[config.mk]
export PLATFORM = sky130hd
export DESIGN_NAME = uart_rx
export DESIGN_NICKNAME = d
export VERILOG_FILES = /design/src/rtl/uart_rx.sv
export SDC_FILE = /design/constraint.sdc
export NUM_CORES = 1
export LEC_CHECK = 0
export BUFFER_PORTS_ARGS = -buffer_cell sky130_fd_sc_hd__buf_4
export CAP_MARGIN = 20
export CORE_MARGIN = 1
export CORE_UTILIZATION = 55
export CTS_CLUSTER_DIAMETER = 120
export DETAILED_ROUTE_END_ITERATION = 10
export HOLD_SLACK_MARGIN = 0.15
export PLACE_DENSITY_LB_ADDON = 0.25
export SYNTH_ARGS = -nofsm -noshare
export SYNTH_HDL_FRONTEND = slang
export SYNTH_SLANG_ARGS = --single-unit
export TNS_END_PERCENT = 100
[constraint.sdc]
create_clock -name clk_in -period 3.35 [get_ports clk_in]
set_input_delay 0.67 -clock clk_in [delete_from_list [all_inputs] [get_ports clk_in]]
set_output_delay 0.67 -clock clk_in [all_outputs]
set_load 0.01 [all_outputs]
[src/rtl/uart_rx.sv]
// 8N1-style serial receiver: samples a synchronised rx line at bit centres and
// presents each received word with a one-cycle strobe, flagging bad stop bits.
module uart_rx #(
  parameter int CLKS_PER_BIT = 868,
  parameter int DATA_BITS    = 8
) (
  input  logic                 clk_in,
  input  logic                 reset,
  input  logic                 rx,
  output logic [DATA_BITS-1:0] data_out,
  output logic                 data_valid,
  output logic                 framing_error,
  output logic                 busy
);

  localparam int CW = (CLKS_PER_BIT > 1) ? $clog2(CLKS_PER_BIT) : 1;
  localparam logic [CW-1:0] CNT_MID  = CW'((CLKS_PER_BIT - 1) / 2);
  localparam logic [CW-1:0] CNT_LAST = CW'(CLKS_PER_BIT - 1);
  localparam logic [3:0]    BIT_LAST = 4'(DATA_BITS - 1);

  typedef enum logic [2:0] {
    S_IDLE,
    S_START,
    S_DATA,
    S_STOP,
    S_BREAK
  } state_t;

  state_t               state_q, state_d;
  logic [CW-1:0]        cnt_q, cnt_d;
  logic [3:0]           bitIdx_q, bitIdx_d;
  logic [DATA_BITS-1:0] shift_q, shift_d;
  logic [DATA_BITS-1:0] dataOut_q, dataOut_d;
  logic                 dataValid_q, dataValid_d;
  logic                 framingErr_q, framingErr_d;
  logic                 rxMeta_q, rxSync_q;

  // Two-flop synchroniser; both flops reset to the idle-high line level.
  always_ff @(posedge clk_in) begin
    if (!reset) begin
      rxMeta_q <= 1'b1;
      rxSync_q <= 1'b1;
    end else begin
      rxMeta_q <= rx;
      rxSync_q <= rxMeta_q;
    end
  end

  always_ff @(posedge clk_in) begin
    if (!reset) begin
      state_q      <= S_IDLE;
      cnt_q        <= '0;
      bitIdx_q     <= '0;
      shift_q      <= '0;
      dataOut_q    <= '0;
      dataValid_q  <= 1'b0;
      framingErr_q <= 1'b0;
    end else begin
      state_q      <= state_d;
      cnt_q        <= cnt_d;
      bitIdx_q     <= bitIdx_d;
      shift_q      <= shift_d;
      dataOut_q    <= dataOut_d;
      dataValid_q  <= dataValid_d;
      framingErr_q <= framingErr_d;
    end
  end

  always_comb begin
    state_d      = state_q;
    cnt_d        = cnt_q + 1'b1;
    bitIdx_d     = bitIdx_q;
    shift_d      = shift_q;
    dataOut_d    = dataOut_q;
    dataValid_d  = 1'b0;
    framingErr_d = 1'b0;

    unique case (state_q)
      S_IDLE: begin
        cnt_d = '0;
        if (!rxSync_q) state_d = S_START;
      end
      // Re-check the start bit at its centre so later samples land mid-bit.
      S_START: begin
        if (cnt_q == CNT_MID) begin
          cnt_d    = '0;
          bitIdx_d = '0;
          state_d  = rxSync_q ? S_IDLE : S_DATA;
        end
      end
      S_DATA: begin
        if (cnt_q == CNT_LAST) begin
          cnt_d    = '0;
          shift_d  = {rxSync_q, shift_q[DATA_BITS-1:1]};
          bitIdx_d = bitIdx_q + 1'b1;
          if (bitIdx_q == BIT_LAST) state_d = S_STOP;
        end
      end
      // Leaving at the stop-bit centre leaves half a bit to catch the next start.
      S_STOP: begin
        if (cnt_q == CNT_LAST) begin
          cnt_d = '0;
          if (rxSync_q) begin
            dataOut_d   = shift_q;
            dataValid_d = 1'b1;
            state_d     = S_IDLE;
          end else begin
            framingErr_d = 1'b1;
            state_d      = S_BREAK;
          end
        end
      end
      S_BREAK: begin
        cnt_d = '0;
        if (rxSync_q) state_d = S_IDLE;
      end
      default: begin
        cnt_d   = '0;
        state_d = S_IDLE;
      end
    endcase
  end

  assign data_out      = dataOut_q;
  assign data_valid    = dataValid_q;
  assign framing_error = framingErr_q;
  assign busy          = (state_q != S_IDLE);

endmodule
==> flow_metrics.tcl <==
set metrics [dict create \
    cts_resized 0 \
    clkTransAtPathRegs_ps 120 \
    clkSinkCount 37 \
    power_frac_clock_pct 39.5 \
    period_share_pct 60.15 \
    clockBufferDepth 2 \
    cp.arrival_ps 1350 \
    final_common_cell "nand2_1" \
    firstDrtPassIters 4 \
    maxCapViolCount 0 \
    rows 19 \
    intPower_mw 0.6420 \
    critPathMaxFanout 13 \
    vias_per_cell 5.804 \
    grt_pass1_vias 1187 \
    pwr-share-seq_pct 54.7 \
    r2r_end "bitIdx_q[3]$_SDFFE_PN0P_" \
    min_from "rxMeta_q$_SDFF_PN1_" \
    grt_pass1_wl_mm 5.278 \
    drt_iter0_drc 52 \
    routedWlPerCell_um 13.34 \
    htree_levels 2 \
    coreArea_um2 2781 \
    ios 14 \
    syn2layout_area_growth_pct 11.38 \
    r2r_slack_ps 1360 \
    initial_core_util_pct 58.88 \
    cp_cell_sequence "or3_1 -> buf_4" \
    postCtsSetupRepairBufs 0 \
    cts-root-buf "clkbuf_4" \
    cp_slowest_stage_delay_ps 440 \
    postCtsHoldBufs 0 \
    drive_gt1_share_pct 14.07 \
    post-dp-hpwl_mm 2.125 \
    worstMarginPinSlew_ps 532.0 \
    totalNegativeSetupSlack_ps 0 \
    synth.distinct_cells 40 \
    synth_nets 193 \
    hold_path.class "register to register" \
    dpl-instance-area_um2 1735 \
    grt_overflow 0 \
    avgSynthCellArea_um2 8.758 \
    relSlewSlack_pct 64.32 \
    dieArea_um2 3200 \
    critical_path_class "register to output port" \
    power_density_nw_per_um2 455.3 \
    insertedDiodeCount 0 \
    hold_path_depth 1 \
    critPathRequiredTime_ps 2680 \
    antenna_found_initial 0 \
    cp_num_buf_inv 1 \
    setup_viol 0 \
    die_y_um 56.57 \
    grt_max_degree 28 \
    end_kind "output port" \
    finalHoldViolCount 0 \
    r2r_start "cnt_q[0]$_SDFF_PN0_" \
    drtAntennaViolNets 0 \
    place.gp.congestion 0.8133 \
    portBuffers 13 \
    ys_seq_elements 37 \
    design_area_um2 1824 \
    yosys_most_used_dff "dfxtp_1" \
    fin_crit_ps 2015 \
    place_ws_ps 1366 \
    holdPathEnd "rxSync_q$_SDFF_PN1_" \
    numCtsBuffers 5 \
    syn_area_um2 1638 \
    track_usage_pct 21.33 \
    multi_input_area_um2 839.6 \
    final_nets 204 \
    sw_frac_of_total_pct 22.71 \
    ys_seq_area_share_pct 45.23 \
    p_leak_nw 0.6405 \
    async_reset_ff_share_pct 0 \
    start_kind "register" \
    netSwitchingPower_mw 0.1886 \
    remaining_drc_errors 0 \
    peakVddDrop_mv 0.3885 \
    synth_edf_count 0 \
    p_comb_share_pct 5.8 \
    drv_slew 0 \
    clock_latency_ps 350 \
    fmax_ghz 0.4962 \
    status "complete, no violations" \
    cp_slowest_cell "dfxtp_1" \
    layout_common_cells "nand2_1 (38), dfxtp_1 (37), nor2_1 (15)" \
    reg2reg_depth 5 \
    vias 1335 \
    cts_tree "yes" \
    path_delay_family "flip-flops" \
    fill_cells 240 \
    routed_wl_mm 3.068 \
    syn_inst 187 \
    die_w_um 56.57 \
    fin_ws_ps 1335 \
    yosysWarnings 0 \
    fin_skew_ps 9.048 \
    ff_latch_area_um2 740.7 \
    rsz0062_at_grt "false" \
]
[metal layers]
layer | wire length (um) | vias to the layer above | part of all wire [%] | track usage [%]
met1 | 1473 | 637 | 48 | 28.43
met2 | 1417 | 21 | 46 | 31.43
met4 | 63 | 0 | 2.1 | 9.756
li1 | - | 668 | - | -
met3 | 113 | 9 | 3.7 | 6.682
met5 | 0 | - | 0 | 0
[power groups by stage]
| stage | Clock [mW] | Combinational [mW] | Sequential [mW] |
|---|---|---|---|
| 5_1_grt | 0.351 | 0.0533 | 0.457 |
| 2_1_floorplan | 0 | 0.0445 | 0.457 |
| 3_5_place_dp | 0 | 0.0483 | 0.465 |
| 4_1_cts | 0.335 | 0.0485 | 0.455 |
| 3_3_place_gp | 0 | 0.0467 | 0.464 |
| 6_report | 0.328 | 0.0482 | 0.455 |
[Yosys cell counts (all sizes together) (2+ instances only)]
cell / count / share of area (%)
nor3: 5 / 1.5
inv: 5 / 1.1
mux2i: 9 / 5.5
clkbuf: 5 / 1.1
xnor2: 4 / 2.1
nand3: 6 / 1.8
ha: 3 / 2.3
nor2: 16 / 4.1
dfxtp: 37 / 45
nand2b: 3 / 1.1
nor3b: 2 / 1.6
a21oi: 12 / 3.7
buf: 4 / 1.2
and3b: 2 / 1.1
nand4: 6 / 2.7
o21ai: 5 / 1.8
nand4b: 2 / 1.1
nand2: 38 / 8.7
xor2: 6 / 3.2
a31oi: 2 / 1.1
[kinds of logic (layout without fill, tap and decap cells)]
family	count (synthesis)	in the layout	synth area share [%]
AND/OR/NAND/NOR	90	90	28.57
XOR/XNOR	10	10	5.347
multiplexers	9	9	5.501
AO/OA/AOI/OAI	24	24	9.550
adder cells (fa/ha/maj)	3	3	2.292
flip-flops	37	37	45.23
buffers and inverters	14	26	3.514
[flip-flops by register name, summed over array words and instances (netlist names)]
| register | flops |
|---|---|
| data_out | 8 |
| rxMeta_q | 1 |
| state_q | 3 |
| data_valid | 1 |
| framing_error | 1 |
| cnt_q | 10 |
| shift_q | 8 |
| rxSync_q | 1 |
| bitIdx_q | 4 |
[area by class of cell]
class,instances,area share (%)
Timing Repair Buffer,13,5.350
Clock inverter,2,2.058
Inverter,5,1.029
Multi-Input combinational cell,136,46.02
Sequential cell,37,40.60
Tap cell,31,2.126
Clock buffer,6,2.812
[worst max-delay path by stage]
stage | from | to | slack [ps] | depth (start not counted)
after floorplan | cnt_q[0]$_SDFF_PN0_ | state_q[0]$_SDFFE_PN0P_ | 1640 | 5
after global placement | cnt_q[0]$_SDFF_PN0_ | bitIdx_q[3]$_SDFFE_PN0P_ | 1420 | 5
after detailed placement | cnt_q[0]$_SDFF_PN0_ | data_out[7]$_SDFFE_PN0P_ | 1370 | 5
after CTS | state_q[0]$_SDFFE_PN0P_ | busy | 1320 | 2
after global routing | cnt_q[0]$_SDFF_PN0_ | data_out[4]$_SDFFE_PN0P_ | 1120 | 5
final | state_q[0]$_SDFFE_PN0P_ | busy | 1330 | 2
[stage by stage]
stage | total power [mW] | utilization [%] | hold WS [ps] | cells
6_report | 0.8306 | 65.59 | 429.5 | 230
5_1_grt | 0.8613 | 65.59 | 465.1 | 230
4_1_cts | 0.8378 | 65.59 | 434.3 | 230
3_5_place_dp | 0.5129 | 62.39 | 402.1 | 222
3_3_place_gp | 0.5102 | 62.39 | 400.3 | 222
2_1_floorplan | 0.5013 | - | 386.3 | 187
Note: power is estimated with default switching activity, not from simulation.
